<file path="config.mk">
export PLATFORM = sky130hd
export DESIGN_NAME = pmem_arbiter
export DESIGN_NICKNAME = d
export VERILOG_FILES = /design/src/rtl/pmem_arbiter.sv
export SDC_FILE = /design/constraint.sdc
export NUM_CORES = 1
export LEC_CHECK = 0
export BUFFER_PORTS_ARGS = -buffer_cell sky130_fd_sc_hd__buf_4
export CAP_MARGIN = 30
export CORE_AREA = 5 5 266 268
export CTS_BUF_LIST = sky130_fd_sc_hd__clkbuf_8
export CTS_CLUSTER_DIAMETER = 80
export DETAILED_ROUTE_END_ITERATION = 8
export DIE_AREA = 0 0 271 273
export GPL_ROUTABILITY_DRIVEN = 1
export GPL_TIMING_DRIVEN = 0
export HOLD_SLACK_MARGIN = 0.15
export SETUP_SLACK_MARGIN = 0.3
export SYNTH_ARGS = -nofsm -noshare
export SYNTH_HDL_FRONTEND = slang
export SYNTH_SLANG_ARGS = --single-unit
</file>
<file path="constraint.sdc">
create_clock -name clk -period 7.1 [get_ports clk]
set_input_delay 1.42 -clock clk [delete_from_list [all_inputs] [get_ports clk]]
set_output_delay 1.42 -clock clk [all_outputs]
set_load 0.1 [all_outputs]
</file>
<file path="src/rtl/pmem_arbiter.sv">
// pmem_arbiter: shares one 128-bit physical-memory port between the I-cache and D-cache miss controllers
module pmem_arbiter #(
    parameter int ADDR_W      = 16,
    parameter int LINE_W      = 128,
    parameter bit ROUND_ROBIN = 1'b1
) (
    input  logic              clk,
    input  logic              reset,
    input  logic              icache_pmem_read,
    input  logic [ADDR_W-1:0] icache_pmem_address,
    output logic [LINE_W-1:0] icache_pmem_rdata,
    output logic              icache_pmem_resp,
    input  logic              dcache_pmem_read,
    input  logic              dcache_pmem_write,
    input  logic [ADDR_W-1:0] dcache_pmem_address,
    input  logic [LINE_W-1:0] dcache_pmem_wdata,
    output logic [LINE_W-1:0] dcache_pmem_rdata,
    output logic              dcache_pmem_resp,
    output logic              pmem_read,
    output logic              pmem_write,
    output logic [ADDR_W-1:0] pmem_address,
    output logic [LINE_W-1:0] pmem_wdata,
    input  logic [LINE_W-1:0] pmem_rdata,
    input  logic              pmem_resp
);
    typedef enum logic [1:0] {IDLE, SERVE_I, SERVE_D, RELEASE} state_t;

    state_t            state;
    logic              last_d;
    logic [ADDR_W-5:0] line_q;
    logic              i_req;
    logic              d_req;
    logic              grant_d;
    logic              grant_i;

    // D wins when I is absent, when round-robin is off, or when I held the port last
    always_comb begin
        i_req   = icache_pmem_read;
        d_req   = dcache_pmem_read | dcache_pmem_write;
        grant_d = d_req && (!i_req || !ROUND_ROBIN || !last_d);
        grant_i = i_req && !grant_d;
    end

    // Transaction FSM: latch the winner, hold the strobe until memory answers, then one dead cycle
    always_ff @(posedge clk or posedge reset) begin
        if (reset) begin
            state      <= IDLE;
            last_d     <= 1'b0;
            line_q     <= '0;
            pmem_wdata <= '0;
            pmem_read  <= 1'b0;
            pmem_write <= 1'b0;
        end else begin
            case (state)
                IDLE: begin
                    if (grant_d) begin
                        state      <= SERVE_D;
                        last_d     <= 1'b1;
                        line_q     <= dcache_pmem_address[ADDR_W-1:4];
                        pmem_wdata <= dcache_pmem_wdata;
                        pmem_write <= dcache_pmem_write;
                        pmem_read  <= !dcache_pmem_write;
                    end else if (grant_i) begin
                        state     <= SERVE_I;
                        last_d    <= 1'b0;
                        line_q    <= icache_pmem_address[ADDR_W-1:4];
                        pmem_read <= 1'b1;
                    end
                end
                SERVE_I, SERVE_D: begin
                    if (pmem_resp) begin
                        state      <= RELEASE;
                        pmem_read  <= 1'b0;
                        pmem_write <= 1'b0;
                    end
                end
                default: state <= IDLE;
            endcase
        end
    end

    // Forward the memory answer only to the requester currently holding the port
    always_comb begin
        icache_pmem_resp  = (state == SERVE_I) && pmem_resp;
        dcache_pmem_resp  = (state == SERVE_D) && pmem_resp;
        icache_pmem_rdata = icache_pmem_resp ? pmem_rdata : '0;
        dcache_pmem_rdata = dcache_pmem_resp ? pmem_rdata : '0;
    end

    assign pmem_address = {line_q, 4'b0};

    // A simultaneous D-cache fill and write-back is a controller bug; the write is served
    illegal_rw: assert property (@(posedge clk) disable iff (reset) !(dcache_pmem_read && dcache_pmem_write));
endmodule
</file>
Yosys cells after proc, flatten, opt, wreduce, memory -nomap -nowiden
Cells that the tools add are included.
{"block": "word_totals", "input_bits": 294, "output_inout_bits": 404, "reg_bits": 145, "elab_cells": 46}
{"block": "classes", "n_reduce_logical": 18, "eq_ne": 5, "bitwise": 1, "muxes": 16}
{"cell": "$mux W128", "n": 2}
{"cell": "$mux W12", "n": 2}
{"cell": "$mux W1", "n": 6}
{"cell": "$mux W2", "n": 3}
{"cell": "$reduce_and A2 Y1", "n": 3}
{"cell": "$reduce_and A3 Y1", "n": 2}
{"cell": "$logic_and A1 B1 Y1", "n": 4}
{"cell": "$logic_not A1 Y1", "n": 4}
{"cell": "$ne A2 B2 Y1 const B", "n": 2}
{"cell": "$pmux W1 S2", "n": 2}
{"cell": "$pmux W2 S2", "n": 1}
{"cell": "$reduce_bool A2 Y1", "n": 2}
{"cell": "$ne A3 B3 Y1 const B", "n": 1}
{"cell": "$eq A2 B1 Y1 const B", "n": 1}
{"cell": "$eq A2 B2 Y1 const B", "n": 1}
{"cell": "$logic_not A2 Y1", "n": 1}
{"cell": "$reduce_or A2 Y1", "n": 1}
{"cell": "$logic_or A1 B1 Y1", "n": 1}
{"cell": "$or A1 B1 Y1", "n": 1}

Longest topological paths before layout
{"block": "depth", "word_depth": 8, "depth_mapped": 6, "ltp_nobuf": 5}

Least setup slack after synthesis
Ideal clock, no wire load.
{"block": "synth_timing", "kind": "input -> output", "startpoint": "input port pmem_resp", "endpoint": "output port dcache_pmem_rdata[0]", "t_required_ns": 5.680, "setup_slack_ns": 2.757, "stages": 4, "t_arrival_ns": 2.923, "path_cell_list": "clkbuf_1 clkbuf_1 clkbuf_1 and3_1"}
{"block": "synth_between", "elab_chain_len": 2}
{"element": "start: declaration", "line_no": "24", "rtl": "input logic pmem_resp"}
{"element": "$logic_and A1 B1 Y1", "line_no": "85", "rtl": "dcache_pmem_resp = (state == SERVE_D) && pmem_resp;"}
{"element": "$mux W128", "line_no": "87", "rtl": "dcache_pmem_rdata = dcache_pmem_resp ? pmem_rdata : '0;"}
{"element": "end: declaration", "line_no": "17", "rtl": "output logic [LINE_W-1:0] dcache_pmem_rdata,"}
No other way between the ends.

Worst setup path in the final report
{"block": "layout_timing", "startpoint": "input port pmem_resp", "endpoint": "output port dcache_pmem_rdata[126]"}
The elaborated chain is that of the path after synthesis.

==> out/metrics.cfg <==
[outcome]
status=finished clean

[grt]
antenna_found_initial=34
grt_first_pass_wirelength_um=76100
grt_overflow=0
grt_max_degree=103
grt_usage_pct=14.7
grt_pass1_vias=9074

[cells_and_area]
drive_above_1_share_pct=54.5
layout_common_cells=691 x buf_4, 256 x and3_1, 145 x dfrtp_1
synthToLayoutAreaGrowth_pct=89.4
nets=1680
finish.utilization_pct=20.9
final_common_cell=buf_4

[logic_synthesis]
ys_ff_latch=145
syn_inst=674
seq_area_frac_synth_pct=48.2
syn-mean-instance-area_sq_um=11.2
yosysUniqueCellTypes=25
synth_warnings=0
syn_area_sq_um=7530

[worst_setup_path]
regToRegSetupSlack_ns=4.98
required_ns=5.68
crit_path_end_kind=output port
crit_arrival_ns=3.92
crit_fanout=10
critPathKind=primary input to output port
startpoint_type=primary input

[clock_network]
post_cts_buffers=0
ctsResizeCount=0
cts_root_buf=clkbuf_8
h-tree-depth=4
clk_path_buf_depth=2
cts_made_buffers=17
cts.sinks=145
cts_tree=done
clkTransAtPathRegs_ns=0.10
clock_latency_ns=0.47
hold_buffers=0

[timing]
worstMarginPinSlew_ns=0.934
final-hold-violation-count=0
setup_viol=0
min_period_over_period_pct=75.2
fmax_ghz=0.187
drv_slew=0
fin_crit_ns=5.34
clock_skew_ns=0.0245
relSlewSlack_pct=37.7
rsz0062_at_grt=no

[die]
start_util_pct=11.1
num_io_pins=698
die_w_um=271
fp.dieH_um=273
dieArea_sq_um=74000
rows=96
core_area_sq_um=68100

[drt]
ant_nets=0
wl_um=57900
drtIter0Drc=398
vias_per_cell=3.78
wl_per_cell_um=25.4
vias=8623
dr.pass1.iters=5
route.detailed.drc=0

[placement]
gp_congestion=0.958
hpwl_um=51600
place.port_buffers=684

[run]
max_cap_violations=0

[hold_path]
worstHoldPathType=flip-flop to flip-flop

## flip-flops by register name, summed over array words and instances (netlist names)
signal      count
pmem_wdata    128
line_q         12
state           2
last_d          1
pmem_read       1
pmem_write      1
## per-layer routing
metal / global-route usage, % / part of all wire, %
met3: 4.21 / 7.9
met5: 0 / 0.022
met2: 28.6 / 53
met4: 3.71 / 3.0
met1: 15.4 / 36
## kinds of logic (layout without fill, tap and decap cells)
logic type,Yosys count,after routing,share of synthesized area (%)
simple gates,276,276,22.5
flops,145,145,48.2
mux,142,142,21.0
buf+inv,81,799,5.47
compound gates,25,25,2.16
fa+ha+maj,4,4,0.665
other cells,1,9,0.0498
## metrics by stage
step / hold WS, ns / setup TNS, ns / std cells / cell area [sq um] / setup slack, ns
after floorplan: 0.504 / 0 / 677 / 7540 / 1.79
after global placement: 0.465 / -68.45 / 2243 / 13800 / -0.523
after detailed placement: 0.472 / 0 / 2245 / 13800 / 1.70
after CTS: 0.498 / 0 / 2277 / 14200 / 1.70
after global routing: 0.516 / 0 / 2277 / 14200 / 1.67
final: 0.490 / 0 / 2282 / 14300 / 1.76
## area by class of cell
class / count / area [sq um]
fillers: 7591 / 53800
repair buffers: 686 / 5170
flip-flops and latches: 145 / 3630
multi-input cells: 451 / 3500
well taps: 882 / 1100
plain buffers: 78 / 400
clock buffers: 17 / 234
clock inverters: 15 / 191
inverters: 3 / 18.8
diodes: 5 / 12.5
## critical path, cell delays in order
cell	delay, ns
clkbuf_1	0.66
clkbuf_1	0.70
clkbuf_1	0.43
and3_1	0.36
buf_4	0.34
## cell usage after synthesis
| library cell | instances | area, sq um |
|---|---|---|
| a21boi_0 | 1 | 7.51 |
| a21oi_1 | 2 | 10.0 |
| a22o_1 | 1 | 8.76 |
| a2bb2oi_2 | 1 | 15.0 |
| and2_1 | 2 | 12.5 |
| and3_1 | 256 | 1600 |
| buf_2 | 2 | 10.0 |
| buf_4 | 6 | 45.0 |
| buf_6 | 11 | 124 |
| clkbuf_1 | 59 | 221 |
| conb_1 | 1 | 3.75 |
| dfrtp_1 | 145 | 3630 |
| ha_1 | 4 | 50.1 |
| inv_1 | 3 | 11.3 |
| mux2_1 | 109 | 1230 |
| mux2_2 | 20 | 225 |
| mux2i_1 | 13 | 130 |
| nand2_1 | 15 | 56.3 |
| nor2b_1 | 2 | 12.5 |
| nor4b_1 | 1 | 8.76 |
| o21ai_0 | 15 | 75.1 |
| o2bb2ai_1 | 1 | 8.76 |
| o31ai_1 | 1 | 7.51 |
| o31ai_2 | 1 | 12.5 |
| o41ai_1 | 2 | 17.5 |
## final timing paths
kind | from | end | cells past startpoint
max reg2reg | state[0] | pmem_wdata[21] | 6
max | pmem_resp | dcache_pmem_rdata[126] | 5
min | line_q[3] | line_q[3] | 2
min in group asynchronous | reset | pmem_wdata[98] | 2
min reg2reg | line_q[3] | line_q[3] | 2
max in group asynchronous | reset | line_q[1] | 3
Power is not shown: default switching activity piles up to over one toggle a cycle in this logic, so the estimate is an artifact.
